--- config.mk ---
export PLATFORM = sky130hd
export DESIGN_NAME = float_to_fixed
export DESIGN_NICKNAME = d
export VERILOG_FILES = /design/src/rtl/float_to_fixed.sv
export SDC_FILE = /design/constraint.sdc
export NUM_CORES = 1
export LEC_CHECK = 0
export CORE_ASPECT_RATIO = 1.1
export CORE_MARGIN = 10
export CORE_UTILIZATION = 25
export CTS_BUF_LIST = sky130_fd_sc_hd__clkbuf_4 sky130_fd_sc_hd__clkbuf_8
export DETAILED_ROUTE_END_ITERATION = 10
export GPL_TIMING_DRIVEN = 0
export PLACE_DENSITY_LB_ADDON = 0.08
export SKIP_LAST_GASP = 1
export SYNTH_ARGS = -nofsm -noshare
export SYNTH_HDL_FRONTEND = slang
export SYNTH_SLANG_ARGS = --single-unit
export TNS_END_PERCENT = 1
--- constraint.sdc ---
create_clock -name clk -period 6.7 [get_ports clk]
set_input_delay 0.67 -clock clk [delete_from_list [all_inputs] [get_ports clk]]
set_output_delay 0.67 -clock clk [all_outputs]
set_load 0.01 [all_outputs]
--- src/rtl/float_to_fixed.sv ---
// Two-stage single-precision float to signed fixed-point converter with valid/ready flow control.
// Define FTOF_SAT_EN to saturate overflowed results; otherwise overflowed results read as zero.
module float_to_fixed #(
    parameter int FRAC_BITS = 0
) (
    input  logic        clk,
    input  logic        rst_n,
    input  logic        in_valid,
    output logic        in_ready,
    input  logic [31:0] in_data,
    output logic        out_valid,
    input  logic        out_ready,
    output logic [31:0] out_data,
    output logic        out_ovf
);

    // Folds the exponent bias, the 23-bit mantissa position and the fractional bits into one offset.
    localparam logic signed [10:0] C_SHIFT_OFS = 11'(FRAC_BITS - 150);

    logic               r_s1_valid;
    logic               r_s1_sign;
    logic [23:0]        r_s1_sig;
    logic signed [10:0] r_s1_shift;
    logic               r_s1_zero;
    logic               r_s1_inf;
    logic               r_s1_frac_nz;

    logic               r_out_valid;
    logic [31:0]        r_out_data;
    logic               r_out_ovf;

    logic [7:0]         w_exp;
    logic signed [10:0] w_in_shift;
    logic               w_advance;
    logic signed [10:0] w_neg_shift;
    logic [31:0]        w_sig_ext;
    logic [31:0]        w_mag;
    logic               w_ovf;
    logic [31:0]        w_result;

    assign w_exp      = in_data[30:23];
    assign w_in_shift = $signed({3'b000, w_exp}) + C_SHIFT_OFS;

    // The whole pipeline moves together; it only freezes while a result waits on the consumer.
    assign w_advance  = !(r_out_valid && !out_ready);
    assign in_ready   = w_advance;

    assign w_neg_shift = -r_s1_shift;
    assign w_sig_ext   = {8'h00, r_s1_sig};

    always_comb begin
        w_mag = '0;
        w_ovf = 1'b0;
        if (r_s1_zero) begin
            w_mag = '0;
        end else if (r_s1_inf) begin
            w_ovf = 1'b1;
        end else if (r_s1_shift > 11'sd8) begin
            w_ovf = 1'b1;
        end else if (r_s1_shift >= 11'sd0) begin
            // At a shift of 8 only exactly -2^31 still fits.
            w_mag = w_sig_ext << r_s1_shift[3:0];
            w_ovf = (r_s1_shift == 11'sd8) && (!r_s1_sign || r_s1_frac_nz);
        end else if (w_neg_shift < 11'sd24) begin
            w_mag = w_sig_ext >> w_neg_shift[4:0];
        end
    end

    always_comb begin
        w_result = '0;
        if (w_ovf) begin
`ifdef FTOF_SAT_EN
            w_result = r_s1_sign ? 32'h8000_0000 : 32'h7FFF_FFFF;
`else
            w_result = '0;
`endif
        end else begin
            w_result = r_s1_sign ? (~w_mag + 32'd1) : w_mag;
        end
    end

    always_ff @(posedge clk or negedge rst_n) begin
        if (!rst_n) begin
            r_s1_valid   <= 1'b0;
            r_s1_sign    <= 1'b0;
            r_s1_sig     <= '0;
            r_s1_shift   <= '0;
            r_s1_zero    <= 1'b0;
            r_s1_inf     <= 1'b0;
            r_s1_frac_nz <= 1'b0;
            r_out_valid  <= 1'b0;
            r_out_data   <= '0;
            r_out_ovf    <= 1'b0;
        end else if (w_advance) begin
            r_s1_valid  <= in_valid;
            r_out_valid <= r_s1_valid;
            if (in_valid) begin
                r_s1_sign    <= in_data[31];
                r_s1_sig     <= {1'b1, in_data[22:0]};
                r_s1_shift   <= w_in_shift;
                r_s1_zero    <= (w_exp == 8'h00);
                r_s1_inf     <= (w_exp == 8'hFF);
                r_s1_frac_nz <= (in_data[22:0] != 23'd0);
            end
            if (r_s1_valid) begin
                r_out_data <= w_result;
                r_out_ovf  <= w_ovf;
            end
        end
    end

    assign out_valid = r_out_valid;
    assign out_data  = r_out_data;
    assign out_ovf   = r_out_ovf;

endmodule
==> impl_metrics.json <==
{
  "cp.required_ns": 6.97,
  "clk_latency_ns": 0.39,
  "yosys_warnings": 0,
  "instances_no_fill": 1291,
  "timing.hold.ws_ns": 0.234,
  "r2r_slack_ns": 0.71,
  "cts-hold-fix-buffers": 0,
  "dp_slack_ns": 0.723,
  "maxSlewViolCount": 0,
  "coreArea_mm2": 0.0295,
  "avgRoutedWirePerCell_um": 24.1,
  "use_met2": 0.266,
  "tritoncts": "yes",
  "place_area_mm2": 0.00862,
  "skew_ns": 0.0104,
  "synth-async-reset-ratio": 1.00,
  "post_cts_resized": 0,
  "clock.fmax_mhz": 167,
  "peakVddDrop_uv": 144,
  "syn_area_mm2": 0.00743,
  "cap_violations": 0,
  "endpoint": "out_data[28]",
  "period_needed_ns": 5.99,
  "cts_buffers": 9,
  "endpoint_kind": "flop",
  "dpl.cell_count": 1275,
  "ys_seq_elements": 73,
  "rsz0062_at_grt": "false",
  "worst_pin_slew_ns": 0.841,
  "critPathLaunchType": "flop",
  "status": "complete, no violations",
  "worst_slack_ns": 0.709,
  "synth_ff_type": "dfrtp_1",
  "yosys.cell_types.count": 90,
  "io-pin-count": 71,
  "drcViolationCount": 0,
  "power_density_mw_per_mm2": 358,
  "grt.overflow.total": 0,
  "drt_first_pass_iters": 5,
  "setup_viol": 0,
  "synth-seq-area-share": 0.246,
  "r2r_end": "out_data[28]",
  "synth_common_cells": "nand2_1 (82), nor2_1 (75), dfrtp_1 (73)",
  "cts_sinks": 73,
  "startpoint": "r_s1_shift[0]",
  "grtUsageTotal": 0.167,
  "reg2reg_from": "r_s1_shift[0]",
  "area_growth_pct": 18.8,
  "grt-busiest-layer": "met2",
  "viasPerCell": 5.53,
  "critPathMaxFanout": 10,
  "worstRegToRegCells": 23,
  "hold_violations": 0,
  "power.leakage_nw": 3.35,
  "post-cts-setup-buffer-count": 0,
  "antennaDiodeCount": 0,
  "cp.arrival_ns": 6.26,
  "netlist_instances": 830,
  "nNetsFinal": 951,
  "synth_area_leaders": "dfrtp_1 (25%), mux4_2 (7.9%), mux2_2 (7.6%)",
  "die_h_um": 201,
  "vias": 7137,
  "synth_edf_count": 0,
  "numPortBuffers": 70,
  "gp_congestion": 0.909,
  "tns_ns": 0,
  "num_rows": 66,
  "use_met3": 0.0241,
  "root_buffer": "clkbuf_8",
  "dp_hpwl_um": 25300,
  "yosysTopAreaCellShare": 0.246,
  "grt_first_pass_wirelength_um": 47500,
  "design_area_mm2": 0.00882,
  "syn-num-nets": 869,
  "max_slew_margin": 0.435,
  "wirelength_um": 31200,
  "grt_start_max_net_pins": 42,
  "cts_htree_levels": 3,
  "clk_pin_slew_worst_paths_ns": 0.09,
  "hold_class": "in -> async",
  "ant_nets": 0,
  "met1_usage": 0.223,
  "die-area_mm2": 0.0370,
  "crit_type": "reg -> reg",
  "drt-initial-drc-count": 438,
  "yosys.area.top_type": "dfrtp_1",
  "drive_gt1_frac": 0.165,
  "floorplan.initialDensity": 0.252,
  "antenna_found_initial": 0,
  "avgSynthCellArea_um2": 8.95,
  "die_w_um": 184,
  "grt_pass1_vias": 7344,
  "yosys.cell_count.top_type": "nand2_1",
  "cts_buffer_depth": 2,
  "period_share": 0.894
}
-- worst min-delay path by stage --
stage,start,cells past startpoint,end
6_report,rst_n,1,out_data[12]
5_1_grt,rst_n,1,out_data[16]
4_1_cts,rst_n,1,out_data[16]
3_5_place_dp,out_data[13],2,out_data[13]
3_3_place_gp,out_data[14],2,out_data[14]
2_1_floorplan,rst_n,0,out_data[0]
-- layer usage --
metal	share of wire	routed length, um	vias to the layer above
met1	0.46	14400	3535
met3	0.036	1130	42
met2	0.47	14600	191
li1	-	-	3369
met5	0	0	-
met4	0.031	954	0
-- final cells by class --
class | count | area, um2
fill | 3187 | 20700
clock buffer | 13 | 160
buffer | 67 | 384
inverter | 12 | 45.0
tap | 374 | 468
multi-input combinational | 678 | 5170
timing repair buffer | 71 | 726
sequential | 73 | 1830
clock inverter | 3 | 40.0
-- layout by cell type, fill, tap and decap left out, types with 13 or more instances in the layout --
cell,instances
a21oi_1,35
buf_2,13
clkbuf_1,28
clkdlybuf4s50_1,69
dfrtp_1,73
mux2_2,50
mux2i_1,46
mux4_2,26
nand2_1,82
nand3_1,16
nor2_1,75
nor3_1,21
nor4_1,13
o21ai_0,58
xnor2_1,20
-- registers in the layout, indices dropped and copies added (netlist names) --
| register | cells |
|---|---|
| out_data | 32 |
| r_s1_sig | 24 |
| r_s1_shift | 10 |
| out_ovf | 1 |
| out_valid | 1 |
| r_s1_frac_nz | 1 |
| r_s1_inf | 1 |
| r_s1_sign | 1 |
| r_s1_valid | 1 |
| r_s1_zero | 1 |
-- worst max-delay path, cell delays in order (launching register included) --
cell and delay [ns]:
dfrtp_1 0.35, buf_6 0.14, buf_12 0.16, buf_6 0.19, inv_2 0.12, buf_2 0.22, ha_1 0.35, buf_4 0.21
buf_1 0.54, mux2i_1 0.47, mux4_2 0.31, inv_1 0.06, a221oi_1 0.36, nor4_1 0.10, o21ai_1 0.37, ha_1 0.27
o31ai_1 0.13, nor2b_1 0.13, and4b_1 0.19, buf_2 0.16, nand2_1 0.16, buf_2 0.22, or4_1 0.51, o311ai_0 0.12
-- cells by family after synthesis --
kind of cell,count (synthesis),share of synthesized area
flip-flops,73,0.246
AO/OA/AOI/OAI,232,0.218
adder cells (fa/ha/maj),3,0.00505
multiplexers,133,0.252
XOR/XNOR,25,0.0305
AND/OR/NAND/NOR,285,0.190
buffers and inverters,79,0.0578
-- metrics by stage --
stage          total power [mW]  utilization
2_1_floorplan              1.99            -
3_3_place_gp               2.78        0.292
3_5_place_dp               2.77        0.293
4_1_cts                    3.17        0.299
5_1_grt                    3.37        0.299
6_report                   3.15        0.299
-- power by group --
part           switching [mW]  internal [mW]
Clock                   0.190          0.194
Sequential              0.121          0.566
Combinational            1.20          0.880
Note: power is estimated with default switching activity, not from simulation.
